[src/rtl/game_pmod_rx_multi.sv]
// Gaming PMOD receiver for NUM_PADS daisy-chained pads: length check, link timeout, present flag.
// Define GAMEPAD_EDGE_EN to add the per-button pressed/released event outputs.
module game_pmod_rx_multi #(
  parameter int NUM_PADS       = 2,
  parameter int BIT_WIDTH      = 12,
  parameter int SYNC_STAGES    = 2,
  parameter int TIMEOUT_CYCLES = 1000000
) (
  input  logic                          clk,
  input  logic                          rst_n,
  input  logic                          pmod_data,
  input  logic                          pmod_clk,
  input  logic                          pmod_latch,
  output logic [NUM_PADS*BIT_WIDTH-1:0] buttons,
  output logic                          frame_valid,
  output logic                          frame_err,
  output logic                          present
`ifdef GAMEPAD_EDGE_EN
  ,
  output logic [NUM_PADS*BIT_WIDTH-1:0] pressed,
  output logic [NUM_PADS*BIT_WIDTH-1:0] released
`endif
);

  localparam int FRAME_BITS = NUM_PADS * BIT_WIDTH;
  localparam int CW         = $clog2(FRAME_BITS + 2);
  localparam int TW         = $clog2(TIMEOUT_CYCLES + 1);

  logic [SYNC_STAGES-1:0] data_sq, clk_sq, latch_sq;
  logic                   clk_prev, latch_prev;
  logic                   data_s, clk_s, latch_s;
  logic                   clk_fall, latch_fall;
  logic [FRAME_BITS-1:0]  shift_reg, shifted, data_eff, frame_word;
  logic [CW-1:0]          bit_cnt, cnt_inc, cnt_eff;
  logic [TW-1:0]          tcnt;
  logic                   commit_ok, timeout_hit, btn_load;
  logic [FRAME_BITS-1:0]  btn_next;

  assign data_s     = data_sq[SYNC_STAGES-1];
  assign clk_s      = clk_sq[SYNC_STAGES-1];
  assign latch_s    = latch_sq[SYNC_STAGES-1];
  assign clk_fall   = clk_prev & ~clk_s;
  assign latch_fall = latch_prev & ~latch_s;

  // A clock fall in the same cycle as the latch fall is shifted in before the length check.
  assign shifted  = {shift_reg[FRAME_BITS-2:0], data_s};
  assign cnt_inc  = (bit_cnt == CW'(FRAME_BITS + 1)) ? bit_cnt : bit_cnt + CW'(1);
  assign cnt_eff  = clk_fall ? cnt_inc : bit_cnt;
  assign data_eff = clk_fall ? shifted : shift_reg;

  always_comb begin
    frame_word = '0;
    for (int p = 0; p < NUM_PADS; p++)
      frame_word[p*BIT_WIDTH +: BIT_WIDTH] = data_eff[(NUM_PADS-p)*BIT_WIDTH-1 -: BIT_WIDTH];
  end

  assign commit_ok   = latch_fall && (cnt_eff == CW'(FRAME_BITS));
  assign timeout_hit = !commit_ok && (tcnt == TW'(TIMEOUT_CYCLES - 1));
  assign btn_load    = commit_ok || timeout_hit;
  assign btn_next    = commit_ok ? frame_word : '0;

  always_ff @(posedge clk or negedge rst_n) begin
    if (!rst_n) begin
      data_sq    <= '0;
      clk_sq     <= '0;
      latch_sq   <= '0;
      clk_prev   <= 1'b0;
      latch_prev <= 1'b0;
    end else begin
      data_sq    <= {data_sq[SYNC_STAGES-2:0], pmod_data};
      clk_sq     <= {clk_sq[SYNC_STAGES-2:0], pmod_clk};
      latch_sq   <= {latch_sq[SYNC_STAGES-2:0], pmod_latch};
      clk_prev   <= clk_s;
      latch_prev <= latch_s;
    end
  end

  always_ff @(posedge clk or negedge rst_n) begin
    if (!rst_n) begin
      shift_reg   <= '0;
      bit_cnt     <= '0;
      tcnt        <= '0;
      buttons     <= '0;
      frame_valid <= 1'b0;
      frame_err   <= 1'b0;
      present     <= 1'b0;
    end else begin
      frame_valid <= commit_ok;
      frame_err   <= latch_fall && !commit_ok;
      if (clk_fall)
        shift_reg <= shifted;
      if (latch_fall)
        bit_cnt <= '0;
      else if (clk_fall)
        bit_cnt <= cnt_inc;
      if (btn_load)
        buttons <= btn_next;
      if (commit_ok) begin
        tcnt    <= '0;
        present <= 1'b1;
      end else if (tcnt != TW'(TIMEOUT_CYCLES)) begin
        tcnt <= tcnt + TW'(1);
        if (timeout_hit)
          present <= 1'b0;
      end
    end
  end

`ifdef GAMEPAD_EDGE_EN
  always_ff @(posedge clk or negedge rst_n) begin
    if (!rst_n) begin
      pressed  <= '0;
      released <= '0;
    end else if (btn_load) begin
      pressed  <= btn_next & ~buttons;
      released <= ~btn_next & buttons;
    end else begin
      pressed  <= '0;
      released <= '0;
    end
  end
`endif

endmodule

[config.mk]
export PLATFORM = sky130hd
export DESIGN_NAME = game_pmod_rx_multi
export DESIGN_NICKNAME = d
export VERILOG_FILES = /design/src/rtl/game_pmod_rx_multi.sv
export SDC_FILE = /design/constraint.sdc
export NUM_CORES = 1
export LEC_CHECK = 0
export ABC_AREA = 1
export CORE_ASPECT_RATIO = 1.5
export CORE_MARGIN = 2
export CORE_UTILIZATION = 41
export DETAILED_ROUTE_END_ITERATION = 10
export DONT_BUFFER_PORTS = 1
export HOLD_SLACK_MARGIN = 0.1
export PLACE_DENSITY = 0.59
export SYNTH_ARGS = -nofsm -noshare
export SYNTH_HDL_FRONTEND = slang
export SYNTH_SLANG_ARGS = --single-unit
[constraint.sdc]
create_clock -name clk -period 2.3 [get_ports clk]
set_input_delay 0.345 -clock clk [delete_from_list [all_inputs] [get_ports clk]]
set_output_delay 0.345 -clock clk [all_outputs]
set_load 0.02 [all_outputs]
==> results.json, run 1 <==
{
  "critPathKind": "flop to flop",
  "clock_tree_from_tritoncts": "built",
  "cp.required_ns": 2.52,
  "critical_path_peak_fanout": 15,
  "start_util_pct": 42.1,
  "wire_per_inst_um": 14.3,
  "synth_xor_xnor_area_share_pct": 3.26,
  "timing.hold.ws_ns": -0.296,
  "cts_inserted_buffers": 9,
  "ctsRootBufferMaster": "clkbuf_16",
  "synth_compound_area_share_pct": 1.35,
  "setup-tns-final_ns": 0,
  "count_of_synthesis_stage_warnings_from_yosys": 0,
  "synth.net_count": 439,
  "cts_setup_buffers": 0,
  "grt_pass1_vias": 2852,
  "synth_top_family_by_area": "simple AND/OR/NAND/NOR gates",
  "worst_path_dominant_cell_family": "simple AND/OR/NAND/NOR gates",
  "layout.nets": 443,
  "first_iter_violations": 115,
  "drc": 0,
  "core.rowCount": 42,
  "layout_overhead_on_the_synthesized_area_pct": 11.2,
  "crit_chain": "inv_1 > ha_1 > nand2_1 > inv_2 > nand2_1 > nand2_1 > nand2_1 > nand2_1 > nand2_1 > nor2_4 > nand3_4 > buf_4 > nand3_1 > nand2_1",
  "power.internal_mw": 2.37,
  "layout.cells.most_common": "nand2_1",
  "via_per_inst": 5.15,
  "io_buffers": 0,
  "design.die.area_um2": 9870,
  "power.share.combinational_pct": 4.2,
  "yosys-mux-area-fraction_pct": 0,
  "synthesis.area_um2": 3720,
  "layout_worst_path_cycle_share_pct": 84.4,
  "die_h_um": 121,
  "core_um2": 8830,
  "die_width_um": 81.8,
  "seq_power_share_pct": 52.1,
  "n_antenna_cell": 0,
  "synth_cell_type_count": 27,
  "swShare_pct": 22.2,
  "firstDrtPassIters": 4,
  "p_leak_nw": 2.13,
  "sequential_share_of_the_synthesized_area_pct": 56.5,
  "worst-path-buf-inv": 3,
  "count_of_endpoints_failing_hold_in_the_final_timing_report": 84,
  "gp_congestion": 0.926,
  "min_path_type": "input pin to asynchronous set/reset pin",
  "synthAdderAreaFrac_pct": 1.35,
  "grt_max_degree": 85,
  "routed_wirelength_mm": 7.81,
  "finalSetupViolations": 0,
  "crit_slowest_cell": "dfrtp_1",
  "hold_buffers": 3,
  "critPathMostFrequentCell": "nand2_1",
  "cts.reportedPaths.clkPinSlew_ns": 0.06,
  "crit_arrival_ns": 2.16,
  "synth-simple-area-share_pct": 31.8,
  "number_of_max_cap_violations": 0,
  "antenna_found_initial": 0,
  "synth_top_cells_by_area": "dfrtp_1 (57%), nand2_1 (14%), nand3_1 (6.1%)",
  "failing_checks": "negative hold slack",
  "final_layout_size_suffix_gt1_share_pct": 7.31,
  "final_antenna_net_count": 0,
  "avgSynthCellArea_um2": 8.65,
  "synth_largest_type_area_fraction_pct": 56.5,
  "cts.sink_count": 84,
  "pin_count": 32,
  "layout.cells.most_common_list": "nand2_1 (140), dfrtp_1 (84), nand3_1 (45)",
  "cp-end-kind": "flop",
  "timing.slew.headroom_pct": 53.4,
  "finClkSkew_ns": 0.00669,
  "gr-total-overflow": 0,
  "place.detailed.hpwl_mm": 5.16,
  "power_frac_clock_pct": 43.7,
  "synth-seq-cells": 84,
  "grt_pass1_wl_mm": 13.4,
  "status": "finished, violations left",
  "tightestPinTransition_ns": 0.698,
  "rsz0062_at_grt": "no",
  "cts_resized": 0,
  "max_freq_ghz": 0.515,
  "netSwitchingPower_mw": 0.675,
  "yosys.area.top_type": "dfrtp_1",
  "ctsLongestPathBuffers": 2,
  "route.vias.total": 2823,
  "critical_path.max_stage_delay_ns": 0.40,
  "synthesis.instances": 430,
  "grtUsageTotal_pct": 17.8,
  "setup.worst_path.start_class": "flop",
  "final_period_minus_worst_setup_slack_ns": 1.94,
  "maxSlewViolCount": 0,
  "ctsHtreeMaxLevel": 3,
  "peakVddDrop_v": 0.000418,
  "clock_insertion_delay_worst_skew_ns": 0.33,
  "total_power_per_unit_cell_area_nw_per_um2": 735
}
[final timing paths]
path | start | depth (start not counted) | end | slack, ns
min reg2reg | latch_sq[0]$_DFF_PN0_ | 0 | latch_sq[1]$_DFF_PN0_ | 0.35
min in group clk | latch_sq[0]$_DFF_PN0_ | 0 | latch_sq[1]$_DFF_PN0_ | 0.35
max in group asynchronous | rst_n | 0 | buttons[21]$_DFFE_PN0P_ | 2.48
max | bit_cnt[1]$_DFF_PN0_ | 14 | buttons[4]$_DFFE_PN0P_ | 0.36
min | rst_n | 0 | tcnt[17]$_DFFE_PN0P_ | -0.30
max reg2reg | bit_cnt[1]$_DFF_PN0_ | 14 | buttons[4]$_DFFE_PN0P_ | 0.36
[cells in the mapped netlist, drive strengths merged]
cell type,instances
o21ai,5
a21oi,2
buf,8
clkbuf,9
o21a,1
clkinv,1
xor2,12
nand4,30
nor3,9
nor3b,1
ha,4
or2,1
a21boi,1
nor2,41
nand3,46
dfrtp,84
inv,34
nand2,140
xnor2,1
[cell families after synthesis]
logic type / count (synthesis)
DFF: 84
xor gates and xnor gates: 13
AOI/OAI and AO/OA: 9
and+or+nand+nor: 268
adders and majority gates: 4
buffers and inverters: 52
[layer usage]
layer | global-route usage [%] | vias to the layer above | routed length [um]
met4 | 9.17 | 0 | 203
met3 | 4.78 | 18 | 358
met5 | 0 | - | 0
met1 | 21.1 | 1344 | 3260
met2 | 29.1 | 64 | 3990
li1 | - | 1397 | -
[worst reg2reg max path, cell delays in order, from the launching register on]
cell     delay [ns]
dfrtp_1        0.40
inv_1          0.08
ha_1           0.15
nand2_1        0.06
inv_2          0.05
nand2_1        0.08
nand2_1        0.09
nand2_1        0.05
nand2_1        0.07
nand2_1        0.09
nor2_4         0.12
nand3_4        0.19
buf_4          0.26
nand3_1        0.08
nand2_1        0.05
[through the flow]
stage	instance area [um^2]	util (%)	setup WS [ns]	total power [mW]	std cells
after floorplan	3720	-	0.592	1.70	430
after global placement	3830	43.4	0.379	1.73	530
after detailed placement	3830	43.4	0.366	1.74	530
after CTS	4140	46.9	0.348	3.09	548
after global routing	4140	46.9	0.171	3.18	548
final	4140	46.9	0.359	3.04	548
[power by group through the flow]
stage               combinational [mW]  clock [mW]  sequential (mW)
floorplan                       0.0998           0             1.60
global placement                 0.121           0             1.61
detailed placement               0.124           0             1.61
CTS                              0.129        1.37             1.59
global route                     0.151        1.44             1.59
finish                           0.127        1.33             1.59
[area by class of cell]
class / count / area, um^2
repair buffers: 10 / 82.6
clock buffers: 11 / 253
fillers: 867 / 4690
clock inverters: 4 / 25.0
well taps: 110 / 138
multi-input cells: 294 / 1410
flip-flops and latches: 84 / 2100
inverters: 35 / 133
Power figures use the tool's default switching activity.
==> run 2, diff against run 1 <==
--- a/config.mk
+++ b/config.mk
@@ -12,7 +12,7 @@
 export DETAILED_ROUTE_END_ITERATION = 10
 export DONT_BUFFER_PORTS = 1
 export HOLD_SLACK_MARGIN = 0.1
-export PLACE_DENSITY = 0.59
+export PLACE_DENSITY = 0.61
 export SYNTH_ARGS = -nofsm -noshare
 export SYNTH_HDL_FRONTEND = slang
 export SYNTH_SLANG_ARGS = --single-unit
==> constraint.sdc (replaced) <==
create_clock -name clk -period 1.6 [get_ports clk]
set_input_delay 0.24 -clock clk [delete_from_list [all_inputs] [get_ports clk]]
set_output_delay 0.24 -clock clk [all_outputs]
set_load 0.02 [all_outputs]
==> run 2 against run 1 <==
The run ends with negative hold slack, negative setup slack left. Worst hold slack lost 0.10 ns. Flip-flop and latch count stayed put. Global-route usage increased by 0.68 points. Sequential power grew 44%. Critical path type unchanged. Critical endpoint is now buttons[9]$_DFFE_PN0P_.
==> results.json, run 2 (synthesized netlist as in run 1, its figures left out) <==
{
  "status": "finished, violations left",
  "failing_checks": "negative hold slack, negative setup slack",
  "peakVddDrop_v": 0.000761,
  "crit_slowest_cell": "dfrtp_2",
  "placement.cell_area_um2": 4040,
  "maxSlewViolCount": 0,
  "clock_tree_from_tritoncts": "built",
  "critPathMostFrequentCell": "nand2_2",
  "grtUsageTotal_pct": 18.5,
  "layout.cells.most_common": "nand2_1",
  "die_h_um": 121,
  "critical_path_peak_fanout": 9,
  "finalSetupViolations": 47,
  "drc": 0,
  "start_util_pct": 42.1,
  "layout_worst_path_cycle_share_pct": 113,
  "cts.reportedPaths.clkPinSlew_ns": 0.06,
  "n_antenna_cell": 0,
  "worst-path-buf-inv": 2,
  "min_path_type": "input pin to asynchronous set/reset pin",
  "layout_overhead_on_the_synthesized_area_pct": 26.0,
  "clock_insertion_delay_worst_skew_ns": 0.33,
  "crit_arrival_ns": 2.04,
  "tightestPinTransition_ns": 0.339,
  "timing.slew.headroom_pct": 77.2,
  "ctsRootBufferMaster": "clkbuf_16",
  "firstDrtPassIters": 4,
  "layout.nets": 479,
  "finClkSkew_ns": 0.00584,
  "cp-end-kind": "flop",
  "grt_pass1_wl_mm": 13.8,
  "count_of_endpoints_failing_hold_in_the_final_timing_report": 84,
  "number_of_max_cap_violations": 0,
  "route.vias.total": 2952,
  "multiInputGateArea_um2": 1550,
  "pin_count": 32,
  "ctsLongestPathBuffers": 2,
  "seqCellArea_um2": 2100,
  "gp_congestion": 0.852,
  "final_layout_size_suffix_gt1_share_pct": 21.3,
  "cts.sink_count": 84,
  "critPathLaunch": "bit_cnt[0]$_DFF_PN0_",
  "routed_wirelength_mm": 8.47,
  "rsz0062_at_grt": "yes",
  "wire_per_inst_um": 14.5,
  "gr-total-overflow": 0,
  "reg2reg_from": "bit_cnt[0]$_DFF_PN0_",
  "grt_pass1_vias": 2961,
  "setup_ws_ns": -0.214,
  "setup.worst_path.start_class": "flop",
  "setup-tns-final_ns": -9.00,
  "layout.cells.most_common_list": "nand2_1 (128), dfrtp_1 (83), nor2_1 (36)",
  "antenna_found_initial": 0,
  "critical_path.max_stage_delay_ns": 0.44,
  "ctsHtreeMaxLevel": 3,
  "core.rowCount": 42,
  "die_width_um": 81.8,
  "first_iter_violations": 110,
  "io_buffers": 0,
  "p_leak_nw": 2.39,
  "place.detailed.hpwl_mm": 5.43,
  "final_design_area_no_fill_um2": 4690,
  "via_per_inst": 5.05,
  "cts_inserted_buffers": 9,
  "timing.hold.ws_ns": -0.399,
  "critPathKind": "flop to flop",
  "layout.filler_cells": 783,
  "final_antenna_net_count": 0,
  "worst_path_dominant_cell_family": "simple AND/OR/NAND/NOR gates",
  "core_um2": 8830,
  "final_period_minus_worst_setup_slack_ns": 1.81,
  "crit_chain": "ha_4 > nand2_2 > inv_2 > nand2_4 > nand3_1 > nand2_2 > nand2_2 > nor2_4 > nand3_4 > buf_16 > nand3_1 > nand2_1",
  "max_freq_ghz": 0.551,
  "hold_buffers": 3,
  "grt_max_degree": 85,
  "design.die.area_um2": 9870,
  "cp.required_ns": 1.82,
  "total_power_per_unit_cell_area_nw_per_um2": 988
}
==> run 2: repair_timing <==
| item | 4_1_cts | 5_1_grt |
|---|---|---|
| pin swaps | 1 | 6 |
| gates resized for setup | 19 | 27 |
| hold endpoints to repair | 87 | 84 |
| endpoints found under the setup margin | 47 | 47 |
| gates cloned | 2 | 1 |
| buffers inserted | 4 | 4 |
==> run 2: final timing paths <==
check	endpoint	slack (ns)	depth (start not counted)
max reg2reg	buttons[9]$_DFFE_PN0P_	-0.21	12
min reg2reg	clk_sq[1]$_DFF_PN0_	0.35	0
max in group asynchronous	buttons[23]$_DFFE_PN0P_	1.86	0
min	clk_prev$_DFF_PN0_	-0.40	0
max	buttons[9]$_DFFE_PN0P_	-0.21	12
min in group clk	clk_sq[1]$_DFF_PN0_	0.35	0
==> run 2: worst reg2reg max path, stage by stage, from the launching register on <==
cell	delay (ns)
dfrtp_2	0.44
ha_4	0.17
nand2_2	0.06
inv_2	0.05
nand2_4	0.09
nand3_1	0.08
nand2_2	0.09
nand2_2	0.07
nor2_4	0.14
nand3_4	0.18
buf_16	0.21
nand3_1	0.07
nand2_1	0.05
==> run 2: per-layer routing <==
layer	wire length, um	up-vias	global-route usage (%)
li1	-	1470	-
met1	3350	1436	19.8
met2	4660	35	33.4
met5	0	-	0
met4	147	0	7.08
met3	305	11	5.07
==> run 2: power breakdown <==
group	total (mW)	internal [mW]	leakage [nW]	switching, mW
Clock	2.07	1.28	0.155	0.792
Sequential	2.29	2.22	1.13	0.0620
Combinational	0.270	0.117	1.10	0.153
Total	4.63	3.62	2.39	1.01
==> run 2: per-stage QoR <==
stage / worst slack (ns) / power [mW] / hold WS, ns / cells / utilization (%)
after floorplan: -0.104 / 2.45 / -0.0556 / 430 / -
after global placement: -0.114 / 2.52 / -0.0518 / 555 / 45.7
after detailed placement: -0.177 / 2.53 / -0.0516 / 555 / 45.7
after CTS: -0.151 / 4.65 / -0.411 / 580 / 51.1
after global routing: -0.292 / 4.84 / -0.413 / 585 / 53.1
final: -0.214 / 4.63 / -0.399 / 585 / 53.1
==> run 2: layout make-up <==
type                            count  area share [%]
Tap cell                          110            2.94
Clock buffer                       11            5.39
Sequential cell                    84            44.9
Inverter                           35            3.07
Timing Repair Buffer               45            9.13
Multi-Input combinational cell    294            33.2
Clock inverter                      5            1.07
Timing Repair inverter              1           0.347
==> run 3, diff against run 2 <==
--- a/config.mk
+++ b/config.mk
@@ -7,7 +7,7 @@
 export LEC_CHECK = 0
 export ABC_AREA = 1
 export CORE_ASPECT_RATIO = 1.5
-export CORE_MARGIN = 2
+export CORE_MARGIN = 10
 export CORE_UTILIZATION = 41
 export DETAILED_ROUTE_END_ITERATION = 10
 export DONT_BUFFER_PORTS = 1
==> run 3 against run 2 <==
The run still ends with negative hold slack, negative setup slack left. Utilization rose by 0.89 points. Cell area rose by 1.7%. Final cell count rose by 0.85%. Critical path type unchanged. Global-route usage fell by 4.5 points. Flip-flop and latch count did not move. Register-to-register slack got worse by 0.04 ns. Worst hold slack got worse by 0.011 ns. Critical endpoint is now tcnt[3]$_DFFE_PN0P_. Die area rose by 35%. Power rose by 2.7%. Sequential share of layout area fell by 0.74 points. Largest cell class unchanged. Maximum frequency fell by 2.1%.
==> results.json, run 3 (synthesized netlist as in run 1, its figures left out) <==
{
  "status": "finished, violations left",
  "failing_checks": "negative hold slack, negative setup slack",
  "ctsHtreeMaxLevel": 3,
  "layout.cells.most_common": "nand2_1",
  "gr-total-overflow": 0,
  "layout.filler_cells": 796,
  "clock_tree_from_tritoncts": "built",
  "timing.slew.headroom_pct": 76.5,
  "clock_insertion_delay_worst_skew_ns": 0.34,
  "finalSetupViolations": 47,
  "total_power_per_unit_cell_area_nw_per_um2": 998,
  "hold_buffers": 3,
  "placement.cell_area_um2": 4060,
  "gp_congestion": 0.831,
  "firstDrtPassIters": 4,
  "crit_arrival_ns": 2.09,
  "design.die.area_um2": 13400,
  "grtUsageTotal_pct": 14.0,
  "critPathKind": "flop to flop",
  "crit_chain": "nor2_1 > nand2_4 > nand2_4 > nand2_1 > nand2_2 > nand2_2 > nor2_4 > nand3_4 > buf_12 > clkinv_4 > nor2_1",
  "layout.nets": 484,
  "layout.cells.most_common_list": "nand2_1 (127), dfrtp_1 (83), buf_4 (36)",
  "cts.reportedPaths.clkPinSlew_ns": 0.06,
  "ctsLongestPathBuffers": 2,
  "worst-r2r-cell-count": 11,
  "ctsRootBufferMaster": "clkbuf_16",
  "layout_overhead_on_the_synthesized_area_pct": 28.1,
  "routed_wirelength_mm": 9.00,
  "maxSlewViolCount": 0,
  "cts_inserted_buffers": 9,
  "final_layout_size_suffix_gt1_share_pct": 22.3,
  "peakVddDrop_v": 0.000634,
  "core.rowCount": 42,
  "placement.setup.worst_slack_ns": -0.188,
  "reg2reg_slack_ns": -0.25,
  "finClkSkew_ns": 0.00862,
  "die_width_um": 97.8,
  "grt_pass1_wl_mm": 15.2,
  "timing.rr.end": "tcnt[3]$_DFFE_PN0P_",
  "io_buffers": 0,
  "rsz0062_at_grt": "yes",
  "setup-tns-final_ns": -10.89,
  "via_per_inst": 5.12,
  "timing.hold.ws_ns": -0.409,
  "antenna_found_initial": 0,
  "grt_max_degree": 85,
  "cts.sink_count": 84,
  "start_util_pct": 42.1,
  "die_h_um": 137,
  "final_antenna_net_count": 0,
  "final_design_area_no_fill_um2": 4760,
  "setup_ws_ns": -0.253,
  "crit_slowest_cell": "dfrtp_1",
  "drc": 0,
  "min_path_type": "input pin to asynchronous set/reset pin",
  "number_of_max_cap_violations": 0,
  "layout_worst_path_cycle_share_pct": 116,
  "wire_per_inst_um": 15.3,
  "pin_count": 32,
  "grt_pass1_vias": 3113,
  "tightestPinTransition_ns": 0.350,
  "first_iter_violations": 86,
  "final_period_minus_worst_setup_slack_ns": 1.85,
  "place.detailed.hpwl_mm": 5.80,
  "critical_path.max_stage_delay_ns": 0.42,
  "n_antenna_cell": 0,
  "core_um2": 8830,
  "p_leak_nw": 2.43,
  "critical_path_peak_fanout": 6,
  "cp-end-kind": "flop",
  "reg2reg_from": "bit_cnt[2]$_DFF_PN0_",
  "setup.worst_path.start_class": "flop",
  "max_freq_ghz": 0.540,
  "route.vias.total": 3019,
  "cp.required_ns": 1.83,
  "count_of_endpoints_failing_hold_in_the_final_timing_report": 84
}
==> run 3: layout make-up <==
type | count | area (um^2) | share of cell area (%)
clock inverters | 2 | 38.8 | 0.814
repair buffers | 48 | 452 | 9.48
flip-flops and latches | 84 | 2100 | 44.1
repair inverters | 3 | 41.3 | 0.867
multi-input cells | 294 | 1560 | 32.8
well taps | 110 | 138 | 2.89
clock buffers | 14 | 284 | 5.96
inverters | 35 | 144 | 3.02
==> run 3: how the worst max path moves through the flow <==
stage                               to  slack, ns  depth (start not counted)            startpoint
6_report           tcnt[3]$_DFFE_PN0P_      -0.25                         11  bit_cnt[2]$_DFF_PN0_
5_1_grt        buttons[20]$_DFFE_PN0P_      -0.36                         14  bit_cnt[1]$_DFF_PN0_
4_1_cts            tcnt[4]$_DFFE_PN0P_      -0.19                         14  bit_cnt[1]$_DFF_PN0_
3_5_place_dp   buttons[10]$_DFFE_PN0P_      -0.19                         14  bit_cnt[1]$_DFF_PN0_
3_3_place_gp    buttons[1]$_DFFE_PN0P_      -0.17                          7  bit_cnt[0]$_DFF_PN0_
2_1_floorplan     tcnt[16]$_DFFE_PN0P_      -0.10                         14  bit_cnt[1]$_DFF_PN0_
==> run 3: through the flow <==
stage | hold slack [ns] | util, % | power [mW] | std cells
finish | -0.409 | 54.0 | 4.76 | 590
global route | -0.427 | 54.0 | 4.94 | 590
CTS | -0.415 | 53.1 | 4.77 | 588
detailed placement | -0.0517 | 45.9 | 2.52 | 559
global placement | -0.0516 | 45.9 | 2.51 | 559
floorplan | -0.0556 | - | 2.45 | 430
==> run 3: routing by layer <==
metal | vias to the layer above | wire (um) | GRT usage (%) | share of wire [%]
met2 | 58 | 4820 | 25.1 | 54
met4 | 0 | 310 | 7.46 | 3.4
met3 | 27 | 427 | 4.75 | 4.7
met1 | 1453 | 3440 | 14.1 | 38
met5 | - | 0 | 0 | 0
li1 | 1481 | - | - | -
==> run 3: repair_timing <==
| item | in CTS | in global routing |
|---|---|---|
| pin swaps | 8 | 4 |
| gates resized for setup | 45 | 11 |
| cloned | 4 | 1 |
| buffers inserted | 6 | 1 |
| endpoints found under the setup margin | 47 | 47 |
| endpoints found under the hold margin | 87 | 84 |
==> run 3: critical path: cells and delay by family, from the launching register on <==
| family | cells | cell delay (ns) |
|---|---|---|
| buffers and inverters | 2 | 0.30 |
| flip-flops | 1 | 0.42 |
| AND/OR/NAND/NOR | 9 | 1.03 |
==> run 3: power breakdown <==
group	switching, mW	total [mW]	internal, mW
Clock	0.817	2.20	1.39
Sequential	0.0608	2.28	2.22
Combinational	0.154	0.269	0.116
